File: src/rtl/dmem_pkg.sv
// Shared types and default widths for the data-memory stall controller.
package dmem_pkg;

  typedef enum logic [1:0] {
    IDLE   = 2'd0,
    ACCESS = 2'd1,
    DONE   = 2'd2
  } state_e;

  typedef enum logic {
    OP_READ  = 1'b0,
    OP_WRITE = 1'b1
  } op_e;

  localparam int DEF_ADDR_W  = 32;
  localparam int DEF_DATA_W  = 32;
  localparam int DEF_TIMEOUT = 255;

endpackage

File: src/rtl/dmem_timeout_cnt.sv
// Counts ACCESS cycles without an ack; expired_o flags the TIMEOUT-th such cycle.
module dmem_timeout_cnt #(
  parameter int TIMEOUT = 255
) (
  input  logic clk_i,
  input  logic rst_i,
  input  logic clear_i,
  input  logic enable_i,
  output logic expired_o
);

  localparam int CNT_W = $clog2(TIMEOUT + 1);

  logic [CNT_W-1:0] cnt_q, cnt_d;

  // Combinational compare lets the FSM leave ACCESS in the TIMEOUT-th cycle itself.
  assign expired_o = (cnt_q == CNT_W'(TIMEOUT - 1));

  always_comb begin
    cnt_d = cnt_q;
    if (clear_i) begin
      cnt_d = '0;
    end else if (enable_i && !expired_o) begin
      cnt_d = cnt_q + 1'b1;
    end
  end

  always_ff @(posedge clk_i or posedge rst_i) begin
    if (rst_i) begin
      cnt_q <= '0;
    end else begin
      cnt_q <= cnt_d;
    end
  end

endmodule

File: src/rtl/dmem_stall_ctrl.sv
// MEM-stage data-memory controller: latches a request, handshakes with slow memory, stalls the pipeline.
// Optional access timeout enabled by defining DMEM_TIMEOUT_EN.
module dmem_stall_ctrl
  import dmem_pkg::*;
#(
  parameter int ADDR_W  = DEF_ADDR_W,
  parameter int DATA_W  = DEF_DATA_W,
  parameter int TIMEOUT = DEF_TIMEOUT
) (
  input  logic              clk_i,
  input  logic              rst_i,
  input  logic              req_read_i,
  input  logic              req_write_i,
  input  logic [ADDR_W-1:0] addr_i,
  input  logic [DATA_W-1:0] wdata_i,
  output logic [DATA_W-1:0] rdata_o,
  output logic              stall_o,
  output logic              mem_enable_o,
  output logic              mem_write_o,
  output logic [ADDR_W-1:0] mem_addr_o,
  output logic [DATA_W-1:0] mem_wdata_o,
  input  logic [DATA_W-1:0] mem_rdata_i,
  input  logic              mem_ack_i,
  output logic              err_o
);

  state_e             state_q, state_d;
  op_e                op_q;
  logic [ADDR_W-1:0]  addr_q;
  logic [DATA_W-1:0]  wdata_q;
  logic [DATA_W-1:0]  rdata_q, rdata_d;
  logic               err_q, err_d;
  logic               latch;
  logic               expired;

`ifdef DMEM_TIMEOUT_EN
  dmem_timeout_cnt #(
    .TIMEOUT (TIMEOUT)
  ) u_timeout_cnt (
    .clk_i     (clk_i),
    .rst_i     (rst_i),
    .clear_i   (state_q != ACCESS),
    .enable_i  ((state_q == ACCESS) && !mem_ack_i),
    .expired_o (expired)
  );
`else
  // TIMEOUT only matters when the counter is built in.
  logic unused_timeout;
  assign unused_timeout = ^TIMEOUT;
  assign expired        = 1'b0;
`endif

  always_comb begin
    state_d = state_q;
    rdata_d = rdata_q;
    err_d   = 1'b0;
    latch   = 1'b0;
    unique case (state_q)
      IDLE: begin
        if (req_read_i || req_write_i) begin
          latch   = 1'b1;
          state_d = ACCESS;
        end
      end
      ACCESS: begin
        // A late ack beats an expiring counter in the same cycle.
        if (mem_ack_i) begin
          if (op_q == OP_READ) rdata_d = mem_rdata_i;
          state_d = DONE;
        end else if (expired) begin
          if (op_q == OP_READ) rdata_d = '1;
          err_d   = 1'b1;
          state_d = DONE;
        end
      end
      DONE:    state_d = IDLE;
      default: state_d = IDLE;
    endcase
  end

  always_ff @(posedge clk_i or posedge rst_i) begin
    if (rst_i) begin
      state_q <= IDLE;
      op_q    <= OP_READ;
      addr_q  <= '0;
      wdata_q <= '0;
      rdata_q <= '0;
      err_q   <= 1'b0;
    end else begin
      state_q <= state_d;
      rdata_q <= rdata_d;
      err_q   <= err_d;
      if (latch) begin
        op_q    <= req_write_i ? OP_WRITE : OP_READ;
        addr_q  <= addr_i;
        wdata_q <= wdata_i;
      end
    end
  end

  // Gated by reset so a request held across reset cannot keep the pipeline frozen.
  assign stall_o      = ~rst_i & (((state_q == IDLE) & (req_read_i | req_write_i))
                                  | (state_q == ACCESS));
  assign mem_enable_o = (state_q == ACCESS);
  assign mem_write_o  = (state_q == ACCESS) & (op_q == OP_WRITE);
  assign mem_addr_o   = addr_q;
  assign mem_wdata_o  = wdata_q;
  assign rdata_o      = rdata_q;
  assign err_o        = err_q;

endmodule

File: config.mk
export PLATFORM = sky130hd
export DESIGN_NAME = dmem_stall_ctrl
export DESIGN_NICKNAME = d
export VERILOG_FILES = /design/src/rtl/dmem_pkg.sv /design/src/rtl/dmem_timeout_cnt.sv /design/src/rtl/dmem_stall_ctrl.sv
export SDC_FILE = /design/constraint.sdc
export NUM_CORES = 1
export LEC_CHECK = 0
export BUFFER_PORTS_ARGS = -buffer_cell sky130_fd_sc_hd__buf_2
export CORE_MARGIN = 3
export CORE_UTILIZATION = 42
export CTS_CLUSTER_SIZE = 30
export DETAILED_ROUTE_END_ITERATION = 6
export PLACE_DENSITY = 0.75
export REMOVE_ABC_BUFFERS = 1
export SLEW_MARGIN = 30
export SYNTH_ARGS = -nofsm -noshare
export SYNTH_HDL_FRONTEND = slang
export SYNTH_SLANG_ARGS = --single-unit
File: constraint.sdc
create_clock -name clk_i -period 3.6 [get_ports clk_i]
set_clock_uncertainty 0.2 [all_clocks]
set_input_delay 0.72 -clock clk_i [delete_from_list [all_inputs] [get_ports clk_i]]
set_output_delay 0.72 -clock clk_i [all_outputs]
set_load 0.05 [all_outputs]
---- Word-level counts from Yosys, hierarchy flattened ----
Cells that the tools add are included.
storage, ports and cells
  output and inout bits ................... 100
  ROM bits ................................ 0
  memories ................................ 0
  memory bits (writable) .................. 0
  register bits ........................... 99
  bits in latches ......................... 0
cells by class
  reduce and logical (&&, ||, !) cells .... 4
  add/sub/neg operators ................... 0
  equality and inequality tests ........... 3
  div/mod/pow operators ................... 0
  order comparisons ....................... 0
  shift-type cells ........................ 0
  $mul .................................... 0
  mux-type cells .......................... 6
  bitwise operators ....................... 7
operators by type and width
  operator            count
  $mux 2              2
  $pmux 2 s2          1
  $and 1x1->1         3
  $mux 1              3
  $reduce_and 3->1    1
  $eq 2x1->1 const B  1
  $logic_not 2->1     1
  $ne 2x1->1 const B  1
  $ne 2x2->1 const B  1
  $not 1->1           2
  $or 1x1->1          2
  $reduce_and 2->1    1
  $logic_or 1x1->1    1

---- Longest topological paths before layout ----
  depth after elaboration ................. 4
  depth in mapped cells ................... 5

---- Least setup slack after synthesis ----
Ideal clock, no wire load.
  path type ............................... input to output
  from .................................... input req_write_i
  to ...................................... output stall_o
  stages on the path ...................... 2
  slack ................................... 0.868 ns
  arrival time ............................ 1.812 ns
  cell sequence ........................... nor3_1 nor3_1
between the ends
  cells in the longest elaborated chain, start to end .. 4
ends and longest elaborated chain
  item         line                    RTL
  from (decl)  dmem_stall_ctrl.sv:13   input logic req_write_i,
  $or 1x1->1   dmem_stall_ctrl.sv:102  assign stall_o = ~rst_i & (((state_q == IDLE) & (req_read_i | req_write_i))
  $and 1x1->1  dmem_stall_ctrl.sv:102
  $or 1x1->1   dmem_stall_ctrl.sv:103  | (state_q == ACCESS));
  $and 1x1->1  dmem_stall_ctrl.sv:102
  to (decl)    dmem_stall_ctrl.sv:17   output logic stall_o,
Every way passes these cells.

---- Final worst setup path ----
  from .................................... register state_q[1]
  to ...................................... register addr_q[29], in the netlist mem_addr_o[29]
between the ends
  cells in the longest elaborated chain, start to end .. 2
ends and longest elaborated chain
  item                    line                   RTL
  from (decl)             dmem_stall_ctrl.sv:27  state_e state_q, state_d;
  from (signal assigned)  dmem_stall_ctrl.sv:90  state_q <= state_d;
  $logic_not 2->1         dmem_stall_ctrl.sv:58  unique case (state_q)
  $mux 1                  dmem_stall_ctrl.sv:58
  to (signal assigned)    dmem_stall_ctrl.sv:95  addr_q <= addr_i;
  to (decl)               dmem_stall_ctrl.sv:29  logic [ADDR_W-1:0] addr_q;
Every way passes these cells.
A chain may end at the register's enable or synchronous reset.

==> qor.txt <==
share of layout cells above drive strength 1 - 0.752
Hold Path Class - input pin to asynchronous set/reset pin
Initial DRT Pass Iterations - 4
largest area contributor in the netlist - dfrtp_1
Post-synth top cells - 99 x dfrtp_1, 90 x mux2_4, 9 x buf_12
first-pass GRT wire length - 15200 µm
Site Rows - 35
Root Buffer - clkbuf_8
critical path data required time - 3650 ps
dpl cells - 540
H-tree depth - 3
Post-Syn Area per Cell - 19.1 µm²
Highest Clock Rate - 433 MHz
Critical Path AT - 2350 ps
count of cell types in the netlist - 17
post-synth design cell area - 4190 µm²
Final Hold Viols - 0
TritonCTS clock tree - done
R2R depth - 4
antenna-violating nets left - 0
number of standard cells after synthesis - 220
FILL cells - 789
CTS Buf Count - 9
ys flop type - dfrtp_1
Bufs on Longest Clock Path - 2
Startpoint Class - flop
critical path endpoint category - flop
Tot GR Track Use - 0.172
max-slew violations - 0
outcome - complete, no violations
largest family of logic cells by synthesized area - multiplexers
post-synthesis sequential area ratio - 0.591
Post-synth EDFFs - 0
I/O Pins - 201
post-route clock period utilization - 0.641
Final Core Density - 0.576
Core Region - 9460 µm²
placed wire-length estimate - 6980 µm
Initial Utilization - 0.443
DR vias/cell - 4.61
Synthesis Warnings - 0
crit path kind - flop to flop
post-synthesis simple-gate area fraction - 0.0131
RD Place Congestion - 0.746
post-cts sizing count - 0
asr flop ratio synth - 1.00
CTS Hold Bufs - 0
nets - 523
Clock Latency Late Sink - 360 ps
Sum Neg Setup Slack - 0 ps
largest net degree at the start of global routing - 58
mux cell area share after synthesis - 0.338
register clock-pin slew on the reported worst setup and hold paths - 100 ps
Area Growth Syn to Fin - 30.1%
#FFs+latches synth - 99
Post-CTS Repair Setup Buffers - 0
unrepaired setup endpoints after global routing - false
crit path max fanout - 34
initial antenna violation count - 0
DRT iter0 DRCs - 117
Antenna Diode Count - 0
XOR/XNOR Fraction of Synth Area - 0
DIE AREA - 11200 µm²
Final Instance Count excl. Fillers - 556
register area - 2480 µm²
vias in the first global route - 2697
Vert. Die Dim - 106 µm
Compound-Gate Fraction of Synth Area - 0.00567
Synth Area in Adders - 0
Port Buffer Count - 199
# setup viols final - 0
Worst-Margin Slew - 645 ps
grt ovf - 0
max cap viols - 0
wire per inst - 16.8 µm
largest cells by area after synthesis - dfrtp_1 59%, mux2_4 32%, buf_12 4.3%
Fin Hold WS - 206 ps
Multi-input gate area - 1510 µm²
die width - 106 µm
clock sinks - 99
Vias - 2562
DRT Wirelength - 9330 µm
top-area cell type share of the netlist area - 0.591
Slew headroom - 0.570
post-layout min period - 2310 ps
residual DRC count - 0
top-count cell post-synth - dfrtp_1
-- area by class of cell --
cell class / count / area share
Sequential cell: 99 / 0.454
Inverter: 1 / 0.00115
Multi-Input combinational cell: 108 / 0.277
Clock buffer: 9 / 0.0227
Timing Repair Buffer: 203 / 0.193
Clock inverter: 7 / 0.0225
Tap cell: 129 / 0.0296
-- cell usage in the layout, fill, tap and decap left out, types with 2 or more instances in the layout --
cell / count
nor3_1: 2
clkinvlp_4: 2
clkbuf_8: 9
bufinv_16: 3
inv_6: 2
dfrtp_1: 99
mux2_4: 90
buf_12: 2
and2_2: 2
mux2_2: 6
buf_2: 199
buf_4: 2
-- cells by family after synthesis --
kind of cell | after synthesis
mux | 96
compound gates | 3
buf+inv | 13
simple gates | 8
other cells | 1
flops | 99
-- metrics by stage --
step,setup WS (ps),instance area (µm²)
2_1_floorplan,-164,3980
3_3_place_gp,1180,5210
3_5_place_dp,1140,5210
4_1_cts,1280,5450
5_1_grt,1160,5450
6_report,1290,5450
-- flip-flops by register name (all words and copies together) (netlist names) --
register     cells
mem_wdata_o     32
mem_addr_o      32
op_q             1
state_q          2
rdata_o         32
-- final timing paths --
path | from | endpoint | slack (ps)
max in group asynchronous | rst_i | mem_wdata_o[24] | 2300
worst max-delay path | state_q[1] | mem_addr_o[29] | 1290
min in group clk_i | rdata_o[25] | rdata_o[25] | 310
worst min-delay path | rst_i | mem_wdata_o[8] | 210
worst min register to register | rdata_o[25] | rdata_o[25] | 310
worst max register to register | state_q[1] | mem_addr_o[29] | 1290
-- routing by layer --
layer | global-route usage | wire length (µm)
met1 | 0.222 | 3920
met2 | 0.274 | 4420
met3 | 0.0589 | 846
met4 | 0.0555 | 140
met5 | 0 | 0
-- worst max-delay path: stages (launching register included) --
cell and delay, ps:
dfrtp_1 450, nor2_1 230, o21a_4 580, buf_12 340, mux2_2 360
Power is left out: the tool's default activity adds up to more than one toggle a clock period on the data nets, which glitch-free logic cannot reach.
